<file path="config.mk">
export PLATFORM = sky130hd
export DESIGN_NAME = boid_frame_scheduler
export DESIGN_NICKNAME = d
export VERILOG_FILES = /design/src/rtl/boid_frame_scheduler.sv
export SDC_FILE = /design/constraint.sdc
export NUM_CORES = 1
export LEC_CHECK = 0
export ABC_AREA = 1
export BUFFER_PORTS_ARGS = -buffer_cell sky130_fd_sc_hd__buf_2
export CAP_MARGIN = 20
export CORE_UTILIZATION = 51
export DETAILED_ROUTE_END_ITERATION = 8
export HOLD_SLACK_MARGIN = 0.06
export PLACE_DENSITY = 0.77
export SYNTH_ARGS = -nofsm -noshare
export SYNTH_HDL_FRONTEND = slang
export SYNTH_SLANG_ARGS = --single-unit
</file>
<file path="constraint.sdc">
create_clock -name clk_i -period 1.6 [get_ports clk_i]
set_clock_uncertainty 0.2 [all_clocks]
set_input_delay 0.32 -clock clk_i [delete_from_list [all_inputs] [get_ports clk_i]]
set_output_delay 0.32 -clock clk_i [all_outputs]
set_load 0.02 [all_outputs]
</file>
<file path="src/rtl/boid_frame_scheduler.sv">
// Boid frame scheduler: walks every self boid i over the shared single-port boid
// memory, latching i, streaming each neighbour j != i to the pairwise accelerator,
// triggering the update step and writing boid i back. Stalls whenever the memory
// initializer owns the memory.
module boid_frame_scheduler #(
    parameter int unsigned  NumBoids = 2,
    parameter logic [6:0]   WbMask   = 7'h7F,
    localparam int unsigned Iw       = $clog2(NumBoids)
) (
    input  logic          clk_i,
    input  logic          rst_ni,
    input  logic          frame_start_i,
    input  logic          mem_busy_i,
    output logic [Iw-1:0] which_boid_o,
    output logic [6:0]    wb_en_o,
    output logic          self_latch_o,
    output logic          pair_valid_o,
    input  logic          pair_ready_i,
    output logic          upd_start_o,
    input  logic          upd_done_i,
    output logic          busy_o,
    output logic          frame_done_o,
    output logic          overrun_o
);

    localparam int unsigned Cw      = Iw + 1;
    // Counters carry one spare bit so the terminal compare never aliases.
    localparam logic [Iw:0] LastIdx = Cw'(NumBoids - 1);
    localparam logic [Iw:0] IdxOne  = Cw'(1);

    typedef enum logic [2:0] {
        StIdle,
        StLoad,
        StPair,
        StUpdStart,
        StUpdWait,
        StWb,
        StDone
    } state_e;

    state_e      state_q, state_d;
    logic [Iw:0] i_q, i_d;
    logic [Iw:0] j_q, j_d;
    logic        pending_q, pending_d;
    logic        overrun_q, overrun_d;
    logic        go;
    logic        advance;

    // State, boid counters and request flags.
    always_ff @(posedge clk_i or negedge rst_ni) begin
        if (!rst_ni) begin
            state_q   <= StIdle;
            i_q       <= '0;
            j_q       <= '0;
            pending_q <= 1'b0;
            overrun_q <= 1'b0;
        end else begin
            state_q   <= state_d;
            i_q       <= i_d;
            j_q       <= j_d;
            pending_q <= pending_d;
            overrun_q <= overrun_d;
        end
    end

    // Next-state logic and per-state memory/accelerator strobes.
    always_comb begin
        state_d      = state_q;
        i_d          = i_q;
        j_d          = j_q;
        pending_d    = pending_q;
        overrun_d    = overrun_q | (frame_start_i & (state_q != StIdle));
        which_boid_o = i_q[Iw-1:0];
        wb_en_o      = '0;
        self_latch_o = 1'b0;
        pair_valid_o = 1'b0;
        upd_start_o  = 1'b0;
        frame_done_o = 1'b0;
        advance      = 1'b0;
        // A request arriving in the departure cycle is the one that starts the frame.
        go           = pending_q | frame_start_i;

        unique case (state_q)
            StIdle: begin
                if (frame_start_i) begin
                    pending_d = 1'b1;
                end
                if (go && !mem_busy_i) begin
                    pending_d = 1'b0;
                    state_d   = StLoad;
                end
            end
            StLoad: begin
                if (!mem_busy_i) begin
                    self_latch_o = 1'b1;
                    j_d          = '0;
                    state_d      = StPair;
                end
            end
            StPair: begin
                which_boid_o = j_q[Iw-1:0];
                if (!mem_busy_i) begin
                    if (j_q == i_q) begin
                        advance = 1'b1;
                    end else begin
                        pair_valid_o = 1'b1;
                        advance      = pair_ready_i;
                    end
                    if (advance) begin
                        if (j_q == LastIdx) begin
                            state_d = StUpdStart;
                        end else begin
                            j_d = j_q + IdxOne;
                        end
                    end
                end
            end
            StUpdStart: begin
                if (!mem_busy_i) begin
                    upd_start_o = 1'b1;
                    state_d     = StUpdWait;
                end
            end
            StUpdWait: begin
                if (!mem_busy_i && upd_done_i) begin
                    state_d = StWb;
                end
            end
            StWb: begin
                if (!mem_busy_i) begin
                    wb_en_o = WbMask;
                    if (i_q == LastIdx) begin
                        state_d = StDone;
                    end else begin
                        i_d     = i_q + IdxOne;
                        state_d = StLoad;
                    end
                end
            end
            StDone: begin
                if (!mem_busy_i) begin
                    frame_done_o = 1'b1;
                    i_d          = '0;
                    state_d      = StIdle;
                end
            end
            default: begin
                state_d = StIdle;
            end
        endcase
    end

    assign busy_o    = (state_q != StIdle);
    assign overrun_o = overrun_q;

endmodule

</file>
After elaboration in Yosys (flattened, before gate mapping):

Index checks and enable logic that the tools add are counted.

* logic and storage cells: 76
* register bits: 9
* output and inout port bits: 14

* multiplexer cells: 34
* $add $sub $neg: 2
* bitwise gates (word level): 3
* reduce and logical (&&, ||, !) cells: 12
* equality and inequality tests: 20

Operators with widths (count)
* 3-bit 2-to-1 mux: 10
* 2-bit != test, second input constant: 11
* 3-bit case mux with 7 select lines: 1
* 7-bit 2-to-1 mux: 2
* 1-bit 2-to-1 mux: 13
* 2-bit 2-to-1 mux: 6
* 3-bit == test, second input constant: 3
* 9-bit AND reduction: 1
* 2-bit case mux with 2 select lines: 2
* 3-bit by 2-bit == test with 1-bit output, second input constant: 2
* 2-bit nonzero test: 3
* 5-bit AND reduction: 1
* 2-bit by 1-bit adder with 2-bit output, second input constant: 2
* 2-bit by 1-bit == test with 1-bit output, second input constant: 2
* 4-bit AND reduction: 1
* 3-bit by 1-bit == test with 1-bit output, second input constant: 1
* 3-bit zero test: 1
* 3-bit nonzero test: 1
* 2-bit == test: 1
* 1-bit logical AND: 2
* 1-bit OR: 2
* 2-bit AND reduction: 1
* 1-bit bitwise AND: 1
* 1-bit zero test: 1

Longest topological paths before layout:

* depth in word-level cells: 7
* mapped depth: 9

Worst setup path before layout:

Ideal clock, no wire load.

* path kind: reg-to-output
* start point: register state_q[1]
* end point: output wb_en_o[1]
* data arrival time: 1.331 ns
* data required time: 1.080 ns
* setup slack: -0.251 ns
* path buffers: 1
* stages on the path, launching flop included: 5
* path through: dfrtp_1 > inv_1 > nand3_1 > nor2_1 > buf_4

* cells in the longest elaborated chain, start to end: 2

Ends and longest elaborated chain
* start, declared: line 41 `state_e state_q, state_d;`
* start signal, assigned: line 52 `state_q <= StIdle;`
* start signal, assigned: line 58 `state_q <= state_d;`
* 3-bit == test: line 83 `unique case (state_q)`
* 7-bit 2-to-1 mux: line 83
* end, declared: line 15 `output logic [6:0] wb_en_o,`

Every way passes these cells.

Final worst setup path:

* start point: register i_q[1]
* end point: output pair_valid_o

* cells in the longest elaborated chain, start to end: 4

Ends and longest elaborated chain
* start, declared: line 42 `logic [Iw:0] i_q, i_d;`
* start signal, assigned: line 59 `i_q <= i_d;`
* 2-bit == test: line 103 `if (j_q == i_q) begin`
* 1-bit 2-to-1 mux: line 103
* 1-bit 2-to-1 mux: line 102 `if (!mem_busy_i) begin`
* 1-bit 2-to-1 mux: line 83
* end, declared: line 17 `output logic pair_valid_o,`

Every way passes these cells.

==> insert_results.sql <==
INSERT INTO impl_metrics (metric_group, metric, value, unit) VALUES
('place', 'dp_cells', '137', ''),
('place', 'dp.final_hpwl', '1210', 'µm'),
('layout', 'layoutNonFillerInstCount', '154', ''),
('critical_path', 'regToRegEndpoint', 'state_q[1]', ''),
('timing', 'hold_slack', '76.7', 'ps'),
('power_and_ir_drop', 'pwr-share-seq', '20.8', '%'),
('floorplan', 'core.rowCount', '13', ''),
('grt', 'grt_overflow_total', '0', ''),
('drt', 'route.final.wire_length', '2470', 'µm'),
('drt', 'detail_route.iter0.violations', '47', ''),
('clocking', 'insertion_delay', '270', 'ps'),
('logic_synthesis', 'synth-seq-area-share', '28.3', '%'),
('critical_path', 'worst-r2r-cell-count', '9', ''),
('layout', 'synthToLayoutAreaGrowth', '43.2', '%'),
('grt', 'grt_pass1_wl', '3400', 'µm'),
('critical_path', 'reg2reg_slack', '-100', 'ps'),
('logic_synthesis', 'syn_nets', '114', ''),
('power_and_ir_drop', 'power_report.internal_total', '0.00109', 'W'),
('critical_path', 'critical_path.startpoint_type', 'flip-flop', ''),
('timing', 'max_slew.worst_pin.slew', '266', 'ps'),
('worst_hold_path', 'worstHoldEndpoint', 'overrun_o', ''),
('floorplan', 'initial_core_util', '57.6', '%'),
('floorplan', 'coreArea', '1380', 'µm²'),
('clocking', 'cts.reportedPaths.clkPinSlew', '70', 'ps'),
('logic_synthesis', 'synth.cell_area', '797', 'µm²'),
('power_and_ir_drop', 'power_per_cell_area', '1920', 'nW/µm²'),
('timing', 'drv_slew', '0', ''),
('drt', 'dr.pass1.iters', '4', ''),
('worst_hold_path', 'min-delay-start', 'frame_start_i', ''),
('logic_synthesis', 'yosysTopAreaCellShare', '28.3', '%'),
('grt', 'antenna_found_initial', '0', ''),
('timing', 'peak_clock_frequency_supported_by_timing', '0.532', 'GHz'),
('drt', 'final_antenna_net_count', '0', ''),
('drt', 'drc', '0', ''),
('critical_path', 'cp-end-kind', 'primary output', ''),
('timing', 'rsz0062_at_grt', 'true', ''),
('drt', 'dr_wl_cell', '16.0', 'µm'),
('timing', 'period_minus_slack', '1880', 'ps'),
('grt', 'gr-usage-all-layers', '25.3', '%'),
('drt', 'viasPerCell', '5.70', ''),
('timing', 'timing_hold_violations_final', '0', ''),
('worst_hold_path', 'min_path_cells', '2', ''),
('logic_synthesis', 'post_synth_num_cell_types', '23', ''),
('drt', 'num_vias', '878', ''),
('run', 'max-cap-violations', '0', ''),
('logic_synthesis', 'synth_area_leaders', 'dfrtp_1, nand2_1, buf_4', ''),
('floorplan', 'die_width', '41.5', 'µm'),
('timing', 'setup_viol', '18', ''),
('clocking', 'tritoncts', 'done', ''),
('clocking', 'numClockSinks', '9', ''),
('layout', 'antenna_diode_instance_count', '0', ''),
('worst_hold_path', 'hold_class', 'in -> reg', ''),
('timing', 'timing.slew.headroom', '82.3', '%'),
('timing', 'final_min_period_over_clock_period', '117', '%'),
('logic_synthesis', 'ys_seq_elements', '9', ''),
('layout', 'mostFrequentLayoutCells', 'nand2_1, buf_4, inv_1, buf_2, buf_6', ''),
('power_and_ir_drop', 'cellLeakagePower', '0.577', 'nW'),
('logic_synthesis', 'synth.yosys.warnings', '0', ''),
('power_and_ir_drop', 'net-switching-power', '0.00111', 'W'),
('layout', 'finalNetCount', '148', ''),
('status', 'violations_in_the_final_reports', 'setup timing', ''),
('floorplan', 'design.die.area', '1720', 'µm²'),
('timing', 'final.setup.worst_slack', '-278', 'ps'),
('critical_path', 'timing.critical_path.fanout_max', '3', ''),
('critical_path', 'critPathArrivalTime', '1360', 'ps'),
('critical_path', 'path_class', 'reg -> out', ''),
('power_and_ir_drop', 'power_switching_share', '50.5', '%'),
('place', 'port_buffers', '19', ''),
('critical_path', 'cp_data_required_time', '1080', 'ps'),
('status', 'outcome', 'complete, but fails checks', ''),
('power_and_ir_drop', 'power.clock.fraction', '8.9', '%');
-- power by group through the flow --
stage          registers (W)  clock network [W]  logic (W)
3_5_place_dp        0.000427                  0   0.000989
3_3_place_gp        0.000422                  0   0.000978
2_1_floorplan       0.000369                  0   0.000845
5_1_grt             0.000464           0.000203    0.00165
4_1_cts             0.000425           0.000190    0.00127
6_report            0.000457           0.000195    0.00154
-- metal layers --
layer / GRT usage (%) / part of all wire (%) / up-vias
met5: 0 / 0 / -
met4: 10.3 / 3.4 / 0
met3: 3.91 / 10 / 9
met2: 40.0 / 49 / 64
met1: 34.3 / 38 / 400
li1: - / - / 405
-- worst max-delay path, stage by stage, from the launching register on --
cell and delay (ps):
dfrtp_1 400, inv_1 100, nand2_1 70, nand2_1 90, nand2_2 120, nand2_2 80
nor2_4 110, buf_6 120
-- metrics by stage --
| stage | instance area, µm² | TNS, ps | setup slack, ps |
|---|---|---|---|
| after detailed placement | 865 | -129 | -35.6 |
| final | 1140 | -3340 | -278 |
| after floorplan | 811 | -6.97 | -6.97 |
| after global placement | 865 | 0 | 2.92 |
| after CTS | 1050 | -2350 | -204 |
| after global routing | 1140 | -4240 | -317 |
-- sequential cells by signal, indices dropped and copies added (netlist names) --
name,cells
state_q,3
pending_q,1
i_q,2
j_q,2
overrun_o,1
-- synthesized netlist by cell type, drive strengths merged --
| library cell | number |
|---|---|
| nand3 | 12 |
| inv | 15 |
| nand2 | 30 |
| dfrtp | 9 |
| buf | 8 |
| or2 | 1 |
| ha | 2 |
| a21oi | 3 |
| nand4 | 7 |
| a21o | 1 |
| bufbuf | 1 |
| nor2 | 14 |
| o21ai | 3 |
-- layout make-up --
class                      instances  area (µm²)
fill                              85         241
sequential                         9         229
multi-input combinational         73         507
timing repair buffer              38         294
tap                               15        18.8
clock buffer                       4        26.3
inverter                          15        66.3
-- cells by family after synthesis --
family | synth area share (%)
adders and majority gates | 3.14
buffers and inverters | 21.2
DFF | 28.3
and+or+nand+nor | 42.1
AOI/OAI and AO/OA | 5.34
-- repair_timing --
item	in CTS	in global routing
setup endpoints to repair	18	19
buffers inserted	11	4
resized for setup	26	21
hold buffers	1	0
hold endpoints to repair	9	0
pin swaps	5	8
-- how the worst max path moves through the flow --
stage               cells after the start            to  slack, ps  startpoint
floorplan                               6  pair_valid_o         -7  state_q[2]
global placement                        5  frame_done_o          3  state_q[2]
detailed placement                      5  frame_done_o        -40  state_q[2]
CTS                                     4    wb_en_o[3]       -200  state_q[2]
global route                            7  pair_valid_o       -320      i_q[1]
finish                                  7  pair_valid_o       -280      i_q[1]
No activity file was read; power rests on OpenSTA's default activity.
